**src/rtl/mem_wb_pipe.sv**
```systemverilog
// mem_wb_pipe: EX/MEM and MEM/WB pipeline registers with a variable-latency
// data-memory port. Produces the forwarding buses (exm_*, r3_*) and raises
// stall while a memory access is waiting for dm_ack.
//
// Handshake: dm_req is held high with dm_we/dm_addr/dm_wdata stable until the
// access completes, either by dm_ack in a requesting cycle or by the wait
// counter reaching TIMEOUT. dm_ack outside a request is ignored.
module mem_wb_pipe #(
  parameter int ADDR_W  = 8,
  parameter int TIMEOUT = 15
) (
  input  logic              clk,
  input  logic              rst_n,
  input  logic              ex_valid,
  input  logic              ex_regwrite,
  input  logic              ex_memread,
  input  logic              ex_memwrite,
  input  logic              ex_memtoreg,
  input  logic [31:0]       ex_aluresult,
  input  logic [31:0]       ex_r2_dout,
  input  logic [4:0]        ex_rd,
  output logic [31:0]       exmaluresult,
  output logic [4:0]        exmrd,
  output logic              exmregwrite,
  output logic              exmmemread,
  output logic              dm_req,
  output logic              dm_we,
  output logic [ADDR_W-1:0] dm_addr,
  output logic [31:0]       dm_wdata,
  input  logic              dm_ack,
  input  logic [31:0]       dm_rdata,
  output logic [4:0]        r3_addr,
  output logic [31:0]       r3_din,
  output logic              mwregwrite,
  output logic              stall,
  output logic              dm_err
);

  typedef enum logic {
    IDLE = 1'b0,
    WAIT = 1'b1
  } state_e;

  localparam logic [7:0] TO_CNT = 8'(TIMEOUT);

  state_e      state_q, state_d;
  logic [7:0]  count_q, count_d;
  logic        err_q, err_d;

  // EX/MEM register fields
  logic        exm_valid_q, exm_valid_d;
  logic        exm_regwrite_q, exm_regwrite_d;
  logic        exm_memread_q, exm_memread_d;
  logic        exm_memwrite_q, exm_memwrite_d;
  logic        exm_memtoreg_q, exm_memtoreg_d;
  logic [31:0] exm_aluresult_q, exm_aluresult_d;
  logic [31:0] exm_r2_q, exm_r2_d;
  logic [4:0]  exm_rd_q, exm_rd_d;

  // MEM/WB register fields
  logic        mw_valid_q, mw_valid_d;
  logic        mw_regwrite_q, mw_regwrite_d;
  logic [4:0]  mw_rd_q, mw_rd_d;
  logic [31:0] mw_data_q, mw_data_d;

  logic        mem_op;
  logic        req;
  logic        timeout_hit;
  logic        done;
  logic        stall_int;
  logic [31:0] rdata_sel;

  // Request, completion and stall decode; reset forces the request low at once
  always_comb begin
    mem_op      = exm_valid_q & (exm_memread_q | exm_memwrite_q);
    req         = rst_n & mem_op;
    timeout_hit = (state_q == WAIT) & (count_q == TO_CNT) & ~dm_ack;
    done        = dm_ack | timeout_hit;
    stall_int   = req & ~done;
    rdata_sel   = (req & dm_ack) ? dm_rdata : 32'd0;
  end

  // Wait-state FSM: counts wait cycles, forces completion at TIMEOUT
  always_comb begin
    state_d = state_q;
    count_d = count_q;
    err_d   = err_q;
    case (state_q)
      IDLE: begin
        if (req & ~dm_ack) begin
          state_d = WAIT;
          count_d = 8'd1;
        end
      end
      WAIT: begin
        if (dm_ack) begin
          state_d = IDLE;
          count_d = 8'd0;
        end else if (count_q == TO_CNT) begin
          state_d = IDLE;
          count_d = 8'd0;
          err_d   = 1'b1;
        end else begin
          count_d = count_q + 8'd1;
        end
      end
      default: begin
        state_d = IDLE;
        count_d = 8'd0;
      end
    endcase
  end

  // Pipeline advance: both stages hold while the memory access is stalled
  always_comb begin
    exm_valid_d     = exm_valid_q;
    exm_regwrite_d  = exm_regwrite_q;
    exm_memread_d   = exm_memread_q;
    exm_memwrite_d  = exm_memwrite_q;
    exm_memtoreg_d  = exm_memtoreg_q;
    exm_aluresult_d = exm_aluresult_q;
    exm_r2_d        = exm_r2_q;
    exm_rd_d        = exm_rd_q;
    mw_valid_d      = mw_valid_q;
    mw_regwrite_d   = mw_regwrite_q;
    mw_rd_d         = mw_rd_q;
    mw_data_d       = mw_data_q;
    if (!stall_int) begin
      exm_valid_d     = ex_valid;
      exm_regwrite_d  = ex_regwrite;
      exm_memread_d   = ex_memread;
      exm_memwrite_d  = ex_memwrite;
      exm_memtoreg_d  = ex_memtoreg;
      exm_aluresult_d = ex_aluresult;
      exm_r2_d        = ex_r2_dout;
      exm_rd_d        = ex_rd;
      mw_valid_d      = exm_valid_q;
      mw_regwrite_d   = exm_regwrite_q;
      mw_rd_d         = exm_rd_q;
      mw_data_d       = exm_memtoreg_q ? rdata_sel : exm_aluresult_q;
    end
  end

  // State registers with synchronous active-low reset
  always_ff @(posedge clk) begin
    if (!rst_n) begin
      state_q         <= IDLE;
      count_q         <= 8'd0;
      err_q           <= 1'b0;
      exm_valid_q     <= 1'b0;
      exm_regwrite_q  <= 1'b0;
      exm_memread_q   <= 1'b0;
      exm_memwrite_q  <= 1'b0;
      exm_memtoreg_q  <= 1'b0;
      exm_aluresult_q <= 32'd0;
      exm_r2_q        <= 32'd0;
      exm_rd_q        <= 5'd0;
      mw_valid_q      <= 1'b0;
      mw_regwrite_q   <= 1'b0;
      mw_rd_q         <= 5'd0;
      mw_data_q       <= 32'd0;
    end else begin
      state_q         <= state_d;
      count_q         <= count_d;
      err_q           <= err_d;
      exm_valid_q     <= exm_valid_d;
      exm_regwrite_q  <= exm_regwrite_d;
      exm_memread_q   <= exm_memread_d;
      exm_memwrite_q  <= exm_memwrite_d;
      exm_memtoreg_q  <= exm_memtoreg_d;
      exm_aluresult_q <= exm_aluresult_d;
      exm_r2_q        <= exm_r2_d;
      exm_rd_q        <= exm_rd_d;
      mw_valid_q      <= mw_valid_d;
      mw_regwrite_q   <= mw_regwrite_d;
      mw_rd_q         <= mw_rd_d;
      mw_data_q       <= mw_data_d;
    end
  end

  // Output drive: everything reads 0 while rst_n is low
  always_comb begin
    exmaluresult = rst_n ? exm_aluresult_q : 32'd0;
    exmrd        = rst_n ? exm_rd_q : 5'd0;
    exmregwrite  = rst_n & exm_valid_q & exm_regwrite_q;
    exmmemread   = rst_n & exm_valid_q & exm_memread_q;
    dm_req       = req;
    dm_we        = rst_n & exm_memwrite_q;
    dm_addr      = rst_n ? exm_aluresult_q[ADDR_W-1:0] : '0;
    dm_wdata     = rst_n ? exm_r2_q : 32'd0;
    r3_addr      = rst_n ? mw_rd_q : 5'd0;
    r3_din       = rst_n ? mw_data_q : 32'd0;
    mwregwrite   = rst_n & mw_valid_q & mw_regwrite_q;
    stall        = stall_int;
    dm_err       = rst_n & err_q;
  end

endmodule

```
**config.mk**
```make
export PLATFORM = sky130hd
export DESIGN_NAME = mem_wb_pipe
export DESIGN_NICKNAME = d
export VERILOG_FILES = /design/src/rtl/mem_wb_pipe.sv
export SDC_FILE = /design/constraint.sdc
export NUM_CORES = 1
export LEC_CHECK = 0
export CAP_MARGIN = 10
export CORE_ASPECT_RATIO = 0.9
export CORE_MARGIN = 2
export CORE_UTILIZATION = 44
export DETAILED_ROUTE_END_ITERATION = 8
export PLACE_DENSITY = 0.83
export SKIP_CTS_REPAIR_TIMING = 1
export SYNTH_ARGS = -nofsm -noshare
export SYNTH_HDL_FRONTEND = slang
export SYNTH_SLANG_ARGS = --single-unit
```
**constraint.sdc**
```tcl
create_clock -name clk -period 3.8 [get_ports clk]
set_clock_uncertainty 0.1 [all_clocks]
set_input_delay 1.14 -clock clk [delete_from_list [all_inputs] [get_ports clk]]
set_output_delay 1.14 -clock clk [all_outputs]
set_load 0.03 [all_outputs]
```
==> results_dict.tcl, run 1 <==
set metrics [dict create \
    count_of_max_cap_constraint_violations 0 \
    seq_power_share_pct 39.8 \
    htree_levels 4 \
    floorplan.initialDensity_pct 44.8 \
    timing.critical_path.max_delay_family "buffers and inverters" \
    worstPathBufferInverterCount 2 \
    synth_cells 679 \
    swShare_pct 23.5 \
    grt_start_max_net_pins 112 \
    min_path_type "register to register" \
    fin_setup_tns_ns 0 \
    synthToLayoutAreaGrowth_pct 51.5 \
    num_antenna_cells 0 \
    clk_pin_slew_ns 0.05 \
    intPower_mw 2.69 \
    critPathLaunchType "primary input" \
    dpl_worst_slack_ns 0.253 \
    ordered_list_of_cells_on_the_worst_path "buf_4 -> and2_1 -> clkdlybuf4s50_1" \
    synth_fp_nets 789 \
    core_area_mm2 0.0120 \
    numCtsBuffers 17 \
    critical_path_required_ns 2.56 \
    leakagePower_nw 3.64 \
    critPathMaxStageDelay_ns 0.67 \
    route.detailed.vias_per_inst 5.04 \
    global_route.overflow_total 0 \
    grt_util_all_layers_pct 23.0 \
    first_global_vias 4609 \
    drt_iter0_drcs 448 \
    max-vdd-ir-drop_mv 0.267 \
    wirelength_um 15800 \
    crit_path_end_kind "primary output" \
    ys_seq_elements 123 \
    die_width_um 120 \
    clock_tree_from_tritoncts "yes" \
    drc 0 \
    critical_path_class "primary input to primary output" \
    drt.antenna.violating_nets 0 \
    synthesis.yosys.warnings 0 \
    drtPass1Iterations 5 \
    die_area_mm2 0.0131 \
    final-setup-viol-count 0 \
    rows 38 \
    grt_first_pass_wirelength_um 23700 \
    grt_setup_unrepaired "false" \
    max_freq_mhz 282 \
    synth_area_per_cell_um2 7.91 \
    power_mw 3.51 \
    layout_setup_ws_ns 0.250 \
    clk_path_buf_depth 2 \
    synth.cell_area_mm2 0.00537 \
    gp_routability_congestion 0.856 \
    path_max_fanout 34 \
    vias 5263 \
    routed_wire_length_per_instance_um 15.1 \
    netlist-cell-type-count 35 \
    floorplan.io_pins 230 \
    source_to_sink_clock_delay_at_the_later_pin_of_the_worst_skew_pair_ns 0.41 \
    port-buffer-count 229 \
    relative_slew_margins_pct 52.2 \
    clock_group_share_of_total_power_pct 46.4 \
    critical_path.slowest_cell "sky130_fd_sc_hd__clkdlybuf4s50_1" \
    post_layout_instance_area_mm2 0.00814 \
    post-route-period-util_pct 93.4 \
    dpl_cell_area_mm2 0.00754 \
    final_period_minus_worst_setup_slack_ns 3.55 \
    detailedPlacementHpwl_um 10700 \
    nNetsFinal 985 \
    p_comb_share_pct 13.9 \
    synth.yosys.seq_area_share_pct 45.8 \
    power_density_mw_per_mm2 432 \
    chipHeight_um 109 \
    layout-drive-gt1-share_pct 17.4 \
    worst_pin_slew_ns 0.713 \
    antenna_found_initial 0 \
    clock-sinks 123 \
    outcome "completed" \
    cts-root-buf "sky130_fd_sc_hd__clkbuf_16" \
    slew_viol_final 0 \
    hold_viol_final 0 \
    worst-endpoint-arrival_ns 2.31 \
    psw_mw 0.824 \
]
-- stage by stage --
step                utilization (%)  std cells  hold slack, ns
floorplan                         -        679           0.307
global placement               62.9       1016           0.315
detailed placement             62.9       1016           0.321
CTS                            67.9       1045           0.332
global route                   67.9       1045           0.346
finish                         67.9       1045           0.328
-- logic make-up (layout without fill, tap and decap cells) --
group	after synthesis	after routing	share of synthesized area, %
flip-flops	123	123	45.8
buffers and inverters	70	276	5.89
AND/OR/NAND/NOR	391	391	35.1
adder cells (fa/ha/maj)	1	1	0.233
AO/OA/AOI/OAI	89	89	11.9
multiplexers	5	5	1.05
-- sequential cells by signal, indices dropped and copies added, names as in the netlist --
signal,cells
exm_memread_q,1
exm_memtoreg_q,1
mw_data_q,32
exm_memwrite_q,1
state_q,1
mw_valid_q,1
exm_regwrite_q,1
exm_r2_q,32
exm_aluresult_q,32
exm_valid_q,1
exm_rd_q,5
mw_rd_q,5
err_q,1
count_q,8
mw_regwrite_q,1
-- Yosys cell counts (all sizes together) --
library cell	n	area share, %
a221oi	32	5.8
dfxtp	123	46
o21ai	41	3.8
o211a	1	0.19
ha	1	0.23
o311ai	1	0.49
nor2b	2	0.23
nand2	149	10
and4	1	0.16
o311a	1	0.19
a21oi	6	0.56
or3	1	0.12
nand2b	2	0.23
nor2	40	2.8
buf	26	2.8
nand4	1	0.12
nor3	2	0.19
a211oi	1	0.14
inv	5	0.35
a22oi	1	0.14
nand3	77	7.2
and3	5	0.58
nor4	1	0.12
mux2	5	1.0
a31oi	4	0.47
clkinv	2	0.14
clkbuf	37	2.6
o211ai	1	0.14
nand3b	1	0.14
and2	108	13
or4	1	0.21
-- tightest hold or removal path: cells and delay by family (launching register included) --
family / cells / cell delay (ns)
flops: 1 / 0.30
simple gates: 2 / 0.09
-- per-layer routing --
layer | vias to the layer above | GRT usage [%] | part of all wire, %
met3 | 14 | 5.86 | 7.6
met5 | - | 0 | 0
met2 | 185 | 38.3 | 49
met1 | 2417 | 29.2 | 43
met4 | 0 | 7.89 | 1.0
li1 | 2647 | - | -
-- power by group through the flow --
stage          Combinational [mW]  Sequential [mW]  Clock, mW
4_1_cts                     0.490             1.40       1.65
3_5_place_dp                0.487             1.42          0
2_1_floorplan               0.260             1.41          0
6_report                    0.487             1.40       1.63
3_3_place_gp                0.482             1.42          0
5_1_grt                     0.522             1.40       1.71
-- cell type report --
class / count / area [um^2]
Clock buffer: 21 / 480
Clock inverter: 8 / 118
Fill cell: 1014 / 3850
Inverter: 7 / 27.5
Multi-Input combinational cell: 486 / 2600
Sequential cell: 123 / 2460
Tap cell: 160 / 200
Timing Repair Buffer: 240 / 2250
-- worst paths after layout --
| kind | to | from | slack [ns] | depth (start not counted) |
|---|---|---|---|---|
| min | exm_r2_q[2] | exm_r2_q[2] | 0.33 | 2 |
| max reg2reg | mw_rd_q[0] | count_q[4] | 1.35 | 4 |
| min reg2reg | exm_r2_q[2] | exm_r2_q[2] | 0.33 | 2 |
| max | r3_din[8] | rst_n | 0.25 | 3 |
-- placed cells by master (no fill, tap or decap), drive strengths merged, types with 6 or more instances in the layout --
| master | synthesis | layout |
|---|---|---|
| a221oi | 32 | 32 |
| a21oi | 6 | 6 |
| o21ai | 41 | 41 |
| clkinv | 2 | 7 |
| clkdlybuf4s50 | 0 | 129 |
| dfxtp | 123 | 123 |
| clkbuf | 37 | 21 |
| and2 | 108 | 108 |
| nand2 | 149 | 149 |
| nor2 | 40 | 40 |
| buf | 26 | 111 |
| nand3 | 77 | 77 |
(Power assumes the default switching activity.)
==> run 2: changes to the inputs <==
--- a/config.mk
+++ b/config.mk
@@ -11,6 +11,7 @@
 export CORE_UTILIZATION = 44
 export DETAILED_ROUTE_END_ITERATION = 8
 export PLACE_DENSITY = 0.83
+export SETUP_SLACK_MARGIN = 0.3
 export SKIP_CTS_REPAIR_TIMING = 1
 export SYNTH_ARGS = -nofsm -noshare
 export SYNTH_HDL_FRONTEND = slang
==> results_dict.tcl, run 2 (same netlist as run 1, synthesis figures left out) <==
set metrics [dict create \
    outcome "completed" \
    critPathLaunchType "primary input" \
    core_utilization_of_the_finished_layout_pct 66.7 \
    count_of_max_cap_constraint_violations 0 \
    grt_start_max_net_pins 113 \
    placed_cells 1014 \
    antenna_found_initial 0 \
    worst_setup_path_startpoint "rst_n" \
    htree_levels 4 \
    grt_setup_unrepaired "false" \
    regArea_mm2 0.00246 \
    floorplan.io_pins 230 \
    drtPass1Iterations 5 \
    post-route-period-util_pct 88.1 \
    nNetsFinal 983 \
    grt_first_pass_wirelength_um 23600 \
    min_path_type "register to register" \
    worst-endpoint-arrival_ns 2.11 \
    critical_path.slowest_cell "sky130_fd_sc_hd__buf_4" \
    crit_path_end_kind "primary output" \
    r2r_end "mw_rd_q[1]" \
    detailedPlacementHpwl_um 10100 \
    clock-sinks 123 \
    highest_count_cells_in_the_layout_ignoring_fill_and_taps "sky130_fd_sc_hd__nand2_1, sky130_fd_sc_hd__buf_4, sky130_fd_sc_hd__dfxtp_1" \
    grt_util_all_layers_pct 22.6 \
    regToRegStartpoint "count_q[4]" \
    floorplan.initialDensity_pct 44.8 \
    fillerInstances 1041 \
    numCtsBuffers 17 \
    multi_input_logic_area_mm2 0.00260 \
    global_route.overflow_total 0 \
    gp_routability_congestion 0.787 \
    wirelength_um 15400 \
    final_period_minus_worst_setup_slack_ns 3.35 \
    power_density_mw_per_mm2 438 \
    num_antenna_cells 0 \
    synthToLayoutAreaGrowth_pct 48.9 \
    first_global_vias 4629 \
    slew_viol_final 0 \
    max_freq_mhz 299 \
    drt_iter0_drcs 441 \
    worst_pin_slew_ns 0.517 \
    layout.cells.most_common "sky130_fd_sc_hd__nand2_1" \
    non_filler_cells_final 1046 \
    drt.antenna.violating_nets 0 \
    hold_depth 2 \
    vias 5244 \
    max-vdd-ir-drop_mv 0.322 \
    relative_slew_margins_pct 65.5 \
    critical_path_class "primary input to primary output" \
    critPathCapture "stall" \
    leakagePower_nw 3.66 \
    layout-drive-gt1-share_pct 20.0 \
    critical_path_required_ns 2.56 \
    ff2ff_setup_slack_ns 1.45 \
    die_width_um 120 \
    crit_path_frequent_cell "sky130_fd_sc_hd__buf_4" \
    route.detailed.vias_per_inst 5.01 \
    fin_setup_tns_ns 0 \
    min_from "exm_r2_q[13]" \
    rows 38 \
    clock_tree_from_tritoncts "yes" \
    routed_wire_length_per_instance_um 14.8 \
    cts-root-buf "sky130_fd_sc_hd__clkbuf_16" \
    ordered_list_of_cells_on_the_worst_path "buf_4 -> o211ai_1 -> inv_1 -> o311ai_4 -> clkinv_2 -> buf_4" \
    port-buffer-count 229 \
    reg2regPathDepth 4 \
    finalHoldWorstSlack_ns 0.329 \
    chipHeight_um 109 \
    final-setup-viol-count 0 \
    hold_viol_final 0 \
    critPathMaxStageDelay_ns 0.20 \
    drc 0 \
    die_area_mm2 0.0131 \
    core_area_mm2 0.0120 \
    path_max_fanout 5 \
    source_to_sink_clock_delay_at_the_later_pin_of_the_worst_skew_pair_ns 0.41 \
    biggestRegsByFlops "exm_aluresult_q (32), exm_r2_q (32), mw_data_q (32)" \
    clk_pin_slew_ns 0.06 \
    dpl_cell_area_mm2 0.00739 \
    clk_path_buf_depth 2 \
    post_layout_instance_area_mm2 0.00800 \
]
-- run 2: layout make-up --
cell class	instances	area share, %
clock buffer	18	5.37
sequential	123	30.8
inverter	7	0.344
tap	160	2.50
multi-input combinational	486	32.5
clock inverter	14	2.16
timing repair buffer	238	26.3
-- run 2: worst max-delay path: cells and delay by family --
| kind | cells | cell delay [ns] |
|---|---|---|
| buffers and inverters | 4 | 0.64 |
| AO/OA/AOI/OAI | 2 | 0.31 |
-- run 2: how the worst min path moves through the flow --
stage	end	slack (ns)
2_1_floorplan	exm_r2_q[0]	0.31
3_3_place_gp	exm_r2_q[23]	0.31
3_5_place_dp	exm_r2_q[30]	0.32
4_1_cts	exm_rd_q[4]	0.33
5_1_grt	exm_r2_q[26]	0.35
6_report	exm_r2_q[13]	0.33
-- run 2: stage by stage --
stage,setup WS [ns],power [mW]
2_1_floorplan,0.404,1.67
3_3_place_gp,0.304,1.89
3_5_place_dp,0.267,1.90
4_1_cts,0.263,3.53
5_1_grt,0.381,3.63
6_report,0.452,3.50
-- run 2: report_power, final --
part / total [mW] / internal (mW) / switching, mW
Combinational: 0.476 / 0.235 / 0.241
Clock: 1.63 / 1.03 / 0.595
Sequential: 1.39 / 1.36 / 0.0357
Total: 3.50 / 2.63 / 0.872
-- run 2: metal layers --
| layer | global-route usage, % | vias to the layer above | wire length, um |
|---|---|---|---|
| met1 | 29.0 | 2405 | 6640 |
| met5 | 0 | - | 0 |
| li1 | - | 2645 | - |
| met2 | 38.5 | 181 | 7550 |
| met4 | 6.56 | 0 | 170 |
| met3 | 4.97 | 13 | 1080 |
